### src/rtl/load_store_unit.sv
// Multi-cycle load/store unit: big-endian byte/halfword/word access to a word-wide data memory,
// with read-modify-write for sub-word stores and alignment fault detection.
module load_store_unit #(
  parameter int WORD_ADDR_W = 20
) (
  input  logic        clk,
  input  logic        rst,
  input  logic        req_valid,
  output logic        req_ready,
  input  logic [2:0]  req_op,
  input  logic [31:0] req_addr,
  input  logic [31:0] req_wdata,
  output logic        resp_valid,
  output logic [31:0] resp_rdata,
  output logic        misalign,
  output logic [31:0] mem_address,
  output logic        mem_read,
  output logic        mem_write,
  output logic [31:0] mem_wdata,
  input  logic [31:0] mem_rdata
);

  localparam logic [2:0] OP_LB  = 3'd0;
  localparam logic [2:0] OP_LH  = 3'd1;
  localparam logic [2:0] OP_LW  = 3'd2;
  localparam logic [2:0] OP_LBU = 3'd3;
  localparam logic [2:0] OP_LHU = 3'd4;
  localparam logic [2:0] OP_SB  = 3'd5;
  localparam logic [2:0] OP_SH  = 3'd6;
  localparam logic [2:0] OP_SW  = 3'd7;

  typedef enum logic [2:0] {IDLE, RD, EXT, WR, RESP} state_t;

  state_t      state;
  logic [2:0]  op;
  logic [1:0]  off;
  logic [15:0] wdata;

  // Byte address bits above the word index are intentionally dropped.
  logic unused_addr_hi;
  assign unused_addr_hi = ^(req_addr >> (WORD_ADDR_W + 2));

  function automatic logic is_misaligned(input logic [2:0] o, input logic [1:0] a);
    case (o)
      OP_LW, OP_SW:         return a != 2'b00;
      OP_LH, OP_LHU, OP_SH: return a[0];
      default:              return 1'b0;
    endcase
  endfunction

  function automatic logic [31:0] load_extend(input logic [2:0] o, input logic [1:0] a,
                                              input logic [31:0] w);
    logic [31:0]        bsh;
    logic [31:0]        hsh;
    logic signed [7:0]  b;
    logic signed [15:0] h;
    bsh = w >> {~a, 3'b000};
    hsh = w >> {~a[1], 4'b0000};
    b   = bsh[7:0];
    h   = hsh[15:0];
    case (o)
      OP_LB:   return 32'(b);
      OP_LH:   return 32'(h);
      OP_LW:   return w;
      OP_LBU:  return {24'b0, bsh[7:0]};
      OP_LHU:  return {16'b0, hsh[15:0]};
      default: return 32'b0;
    endcase
  endfunction

  function automatic logic [31:0] store_merge(input logic [2:0] o, input logic [1:0] a,
                                              input logic [31:0] w, input logic [15:0] d);
    logic [31:0] mask;
    logic [31:0] ins;
    if (o == OP_SB) begin
      mask = 32'h0000_00FF << {~a, 3'b000};
      ins  = {24'b0, d[7:0]} << {~a, 3'b000};
    end else begin
      mask = 32'h0000_FFFF << {~a[1], 4'b0000};
      ins  = {16'b0, d} << {~a[1], 4'b0000};
    end
    return (w & ~mask) | ins;
  endfunction

  assign req_ready = (state == IDLE);

  always_ff @(posedge clk) begin
    if (rst) begin
      state       <= IDLE;
      op          <= OP_LB;
      off         <= 2'b00;
      wdata       <= 16'b0;
      resp_valid  <= 1'b0;
      resp_rdata  <= 32'b0;
      misalign    <= 1'b0;
      mem_read    <= 1'b0;
      mem_write   <= 1'b0;
      mem_wdata   <= 32'b0;
      mem_address <= 32'b0;
    end else begin
      resp_valid <= 1'b0;
      mem_read   <= 1'b0;
      mem_write  <= 1'b0;
      case (state)
        IDLE: if (req_valid) begin
          op          <= req_op;
          off         <= req_addr[1:0];
          wdata       <= req_wdata[15:0];
          mem_address <= {{(32 - WORD_ADDR_W){1'b0}}, req_addr[WORD_ADDR_W+1:2]};
          resp_rdata  <= 32'b0;
          misalign    <= 1'b0;
          if (is_misaligned(req_op, req_addr[1:0])) begin
            misalign   <= 1'b1;
            resp_valid <= 1'b1;
            state      <= RESP;
          end else if (req_op == OP_SW) begin
            mem_wdata <= req_wdata;
            mem_write <= 1'b1;
            state     <= WR;
          end else begin
            mem_read <= 1'b1;
            state    <= RD;
          end
        end
        RD: state <= EXT;
        // Memory word is valid now; loads finish, sub-word stores merge and write back.
        EXT: begin
          if (op == OP_SB || op == OP_SH) begin
            mem_wdata <= store_merge(op, off, mem_rdata, wdata);
            mem_write <= 1'b1;
            state     <= WR;
          end else begin
            resp_rdata <= load_extend(op, off, mem_rdata);
            resp_valid <= 1'b1;
            state      <= RESP;
          end
        end
        WR: begin
          resp_valid <= 1'b1;
          state      <= RESP;
        end
        RESP:    state <= IDLE;
        default: state <= IDLE;
      endcase
    end
  end

endmodule

### config.mk
export PLATFORM = sky130hd
export DESIGN_NAME = load_store_unit
export DESIGN_NICKNAME = d
export VERILOG_FILES = /design/src/rtl/load_store_unit.sv
export SDC_FILE = /design/constraint.sdc
export NUM_CORES = 1
export LEC_CHECK = 0
export ABC_AREA = 1
export CAP_MARGIN = 0
export CELL_PAD_IN_SITES_DETAIL_PLACEMENT = 0
export CELL_PAD_IN_SITES_GLOBAL_PLACEMENT = 1
export CORE_ASPECT_RATIO = 0.7
export CORE_UTILIZATION = 30
export DETAILED_ROUTE_END_ITERATION = 10
export DONT_BUFFER_PORTS = 1
export PLACE_DENSITY_LB_ADDON = 0.05
export SYNTH_ARGS = -nofsm -noshare
export SYNTH_HDL_FRONTEND = slang
export SYNTH_SLANG_ARGS = --single-unit
### constraint.sdc
create_clock -name clk -period 1.55 [get_ports clk]
set_input_delay 0.31 -clock clk [delete_from_list [all_inputs] [get_ports clk]]
set_output_delay 0.31 -clock clk [all_outputs]
set_load 0.01 [all_outputs]
Word-level counts from Yosys, hierarchy flattened
Index checks and enable logic that the tools add are counted.
- flip-flop bits (word level): 112
- input bits: 102
- output and inout port bits: 101
- logic and storage cells: 90
- reduce and logical (&&, ||, !) cells: 11
- equal/unequal tests: 19
- shifts and indexed selects: 6
- bitwise logic cells: 7
- multiplexer cells: 36
- operators by type and width (cell ; number):
    32-bit 2-to-1 mux ; 14
    32-bit one-hot mux with 5 select lines ; 1
    32-bit one-hot mux with 2 select lines ; 2
    32-bit bitwise AND ; 1
    32-bit NOT ; 1
    32-bit OR ; 1
    16-bit by 5-bit << shifter with 32-bit output ; 1
    16-bit by 5-bit << shifter with 32-bit output (first input constant) ; 1
    8-bit by 5-bit << shifter with 32-bit output ; 1
    8-bit by 5-bit << shifter with 32-bit output (first input constant) ; 1
    32-bit by 5-bit right shift with 16-bit output ; 1
    32-bit by 5-bit right shift with 8-bit output ; 1
    3-bit equality test (second input constant) ; 6
    3-bit by 2-bit equality test with 1-bit output (second input constant) ; 5
    3-bit one-hot mux with 4 select lines ; 1
    1-bit 2-to-1 mux ; 11
    3-bit by 1-bit equality test with 1-bit output (second input constant) ; 3
    3-bit 2-to-1 mux ; 3
    2-bit != test (second input constant) ; 4
    3-bit logical NOT ; 2
    5-bit AND reduction ; 1
    1-bit one-hot mux with 2 select lines ; 2
    2-bit nonzero test ; 2
    4-bit OR reduction ; 1
    10 further kinds ; 12

Longest topological paths before layout
- depth after elaboration: 11
- gate-level depth with buffers: 12
- gate-level depth less buffers: 11

Worst setup path after synthesis
Ideal clock, no wire load.
- path type: register to register
- start: reg state[0]
- end: reg mem_wdata[16]
- library setup time: 115 ps
- buffers on the path: 1
- cell stages (with the launch flop): 12
- data required time: 1435 ps
- setup slack: 149 ps
- arrival: 1286 ps
- clock period less this slack: 1401 ps
- cells stage by stage: dfxtp_1 -> inv_1 -> nand2_2 -> nor2_4 -> nand3_1 -> nand2_4 -> nand2_4 -> inv_4 -> buf_6 -> nand2_1 -> nor2_1 -> nor2_1
- word-level cells in the longest chain between the ends: 3
- elaborated cells on any way between the ends: 9
- classes of those cells: 5 x eq/ne; 1 x mux; 3 x reduce/logical
- RTL lines (what ; RTL line ; source):
    start, declared ; 34 ; state_t state;
    start signal, assigned ; 89 ; state <= IDLE;
    start signal, assigned ; 115 ; state <= RESP;
    start signal, assigned ; 119 ; state <= WR;
    3-bit logical NOT (*) ; - ;
    via req_ready ; 9 ; output logic req_ready,
    2-bit by 1-bit != test with 1-bit output (no source line), or another cell as far along ; - ;
    5-bit AND reduction (no source line) ; - ;
    end signal, assigned ; 117 ; mem_wdata <= req_wdata;
    end signal, assigned ; 129 ; mem_wdata <= store_merge(op, off, mem_rdata, wdata);
    end, declared ; 19 ; output logic [31:0] mem_wdata,
The timed path passes the listed nets; every way through them passes the cells marked *.
A chain may end at the register's enable or synchronous reset.

Final worst setup path
- start: reg state[2]
- end: out req_ready
- word-level cells in the longest chain between the ends: 1
- RTL lines (what ; RTL line ; source):
    3-bit logical NOT ; 85 ; assign req_ready = (state == IDLE);
    end, declared ; 9 ;
No other way between the ends.

==> results.toml <==
[place]
place_congestion = 0.876
placedCellCount = 1293
port_buffers = 0
dp_hpwl_um = 17400
place_area_mm2 = 0.00711

[final_layout]
drive_gt1_share_pct = 18.5
mostFrequentLayoutCells = "nand2_1, nor2_1, nand3_1, dfxtp_1, buf_4"
final_common_cell = "nand2_1"
stdcell_count = 1317
antenna_cells = 0
area_growth_pct = 19.1
final_area_mm2 = 0.00771
utilization_pct = 36.9
nNetsFinal = 1138

[floorplan]
rows = 44
die_area_mm2 = 0.0222
io_pins = 203
die_w_um = 178
fp.coreArea_mm2 = 0.0209
initial_core_util_pct = 31.0
die_h_um = 125

[sta]
rsz0062_at_grt = "yes"
finalMaxSlewViolations = 0
timing.final.setup_violations = 0
period_needed_ns = 1.51
fin_tns_setup_ns = 0
max_freq_ghz = 0.664
finalCritPeriodShare_pct = 97.1
final-hold-violation-count = 0
worst_clock_skew_ns = 0.0128

[global_route]
grt_pass1_vias = 6195
track_usage_pct = 20.9
grt_pass1_wl_um = 35700
grt_start_max_net_pins = 53
antenna_found_initial = 0
overflow = 0

[route]
initialDrtViolationCount = 487
drt_pass1_iterations = 6
num_vias = 6367
wire_per_inst_um = 17.3
ant_nets = 0
wirelength_um = 22800
vias_per_cell = 4.83
drc = 0

[clocking]
clk_path_buf_depth = 2
path_clk_slew_ns = 0.08
cts_tree = "done"
clock-sinks = 112
cts_buffers = 9
htree_levels = 3
clock_latency_ns = 0.38
cts_root_buf = "clkbuf_16"

[synthesis]
synthesis.area_mm2 = 0.00647
synth_top_cells_by_area = "dfxtp_1, nand2_1, nor2_1, nand3_1, o21ai_0"
syn_avg_cell_area_um2 = 6.41
synth_top_area_share_pct = 34.6
synth_area_leader_cell = "dfxtp_1"
ys_warn_count = 0
ys_seq_area_share_pct = 34.6
yosysUniqueCellTypes = 34
synth_cells = 1010
ys_ff_latch = 112

[critical_path]
start_kind = "flip-flop"
crit_type = "reg2out"
r2r_setup_slack_ns = 0.05
cp.required_ns = 1.24
rr_startpoint = "off[1]"
endpoint_kind = "primary output"
rr_worst_depth = 9
worstReg2RegEnd = "mem_wdata[26]"
cp.arrival_ns = 1.20
critPathMaxFanout = 4

[power_and_ir_drop]
p_seq_share_pct = 40.3
p_leak_nw = 3.29
combPwrFrac_pct = 31.1
p_sw_share_pct = 36.4
vdd_drop_max_v = 0.000557
p_clk_share_pct = 28.6
powerDensity_mw_per_mm2 = 1090
p_int_w = 0.00533
switching_power_w = 0.00306

[worst_hold_path]
holdPathEnd = "mem_wdata[12]"
hold_depth = 1
hp-start = "rst"
hp-class = "in2reg"

[flow_run]
drv_cap = 0

[run_status]
status = "completed"
registers in the layout (all words and copies together), names as in the netlist:
register and flops:
resp_rdata 32, resp_valid 1, off 2, op 3, state 3, mem_wdata 32
mem_address 20, mem_write 1, wdata 16, mem_read 1, misalign 1
cell families after synthesis:
logic type	after synthesis	synth area share [%]
AOI/OAI and AO/OA	143	12.4
buffers and inverters	133	11.3
DFF	112	34.6
and+or+nand+nor	621	41.6
other	1	0.0579
metrics by stage:
step / power, W / hold WS, ns / setup WS [ns]
final: 0.00839 / 0.000836 / 0.0446
after global routing: 0.00897 / -0.0226 / -0.0475
after CTS: 0.00836 / -0.0237 / 0.00155
after detailed placement: 0.00589 / 0.383 / -0.0467
after global placement: 0.00590 / 0.382 / -0.0495
after floorplan: 0.00501 / 0.445 / 0.149
timing repair:
action                                 CTS  global route
pin swaps                                2             8
cloned                                   0             2
endpoints found under the hold margin   51            35
setup endpoints to repair               33            82
buffers inserted                         0             6
gates resized for setup                 10            64
cell usage after synthesis:
cell and count:
a31oi_1 2, o21ai_2 1, a21boi_1 16, nand3_1 107, dfxtp_1 112, buf_2 23
buf_1 1, nand4_1 15, nand3_4 1, nand3_2 1, buf_6 15, or2_2 16
nor3_1 2, nor4_2 1, nand2_2 7, inv_1 47, conb_1 1, a21oi_1 42
clkbuf_1 17, nor2_2 6, o21ai_4 1, nand2_4 6, buf_8 1, inv_2 8
o211ai_1 1, nor2_4 5, nand2_1 256, inv_4 1, o21ai_1 16, o21ai_0 56
buf_4 20, nor2_1 196, and2_1 2, a21oi_2 8
critical path, cell delays in order (launching register included):
cell and delay [ns]:
dfxtp_2 0.32, inv_2 0.06, nand2_4 0.06, nor2_4 0.16, buf_6 0.12, buf_6 0.09
final cells by class:
| cell class | count | area, um^2 |
|---|---|---|
| Clock buffer | 9 | 225 |
| Clock inverter | 7 | 76.3 |
| Fill cell | 2389 | 13200 |
| Inverter | 56 | 244 |
| Multi-Input combinational cell | 776 | 3670 |
| Sequential cell | 112 | 2260 |
| Tap cell | 276 | 345 |
| Timing Repair Buffer | 81 | 893 |
metal layers:
layer	wire length, um	track usage, %	up-vias	part of all wire (%)
li1	-	-	3255	-
met1	11200	29.3	2922	49
met5	0	0	-	0
met2	9550	30.4	176	42
met4	193	4.32	0	0.85
met3	1850	7.33	14	8.1
worst max-delay path by stage:
| stage | slack, ns | cells past startpoint | start | endpoint |
|---|---|---|---|---|
| after floorplan | 0.15 | 11 | state[0] | mem_wdata[16] |
| after global placement | -0.05 | 10 | op[1] | resp_rdata[15] |
| after detailed placement | -0.05 | 10 | op[1] | resp_rdata[15] |
| after CTS | 0.002 | 10 | off[1] | resp_rdata[17] |
| after global routing | -0.05 | 10 | op[1] | mem_wdata[15] |
| final | 0.04 | 5 | state[2] | req_ready |
power by group through the flow:
| stage | registers (W) | logic [W] | clock network, W |
|---|---|---|---|
| 3_5_place_dp | 0.00345 | 0.00244 | 0 |
| 6_report | 0.00339 | 0.00261 | 0.00240 |
| 4_1_cts | 0.00339 | 0.00247 | 0.00251 |
| 3_3_place_gp | 0.00345 | 0.00245 | 0 |
| 2_1_floorplan | 0.00335 | 0.00165 | 0 |
| 5_1_grt | 0.00342 | 0.00294 | 0.00261 |
No activity file was read; power rests on OpenSTA's default activity.
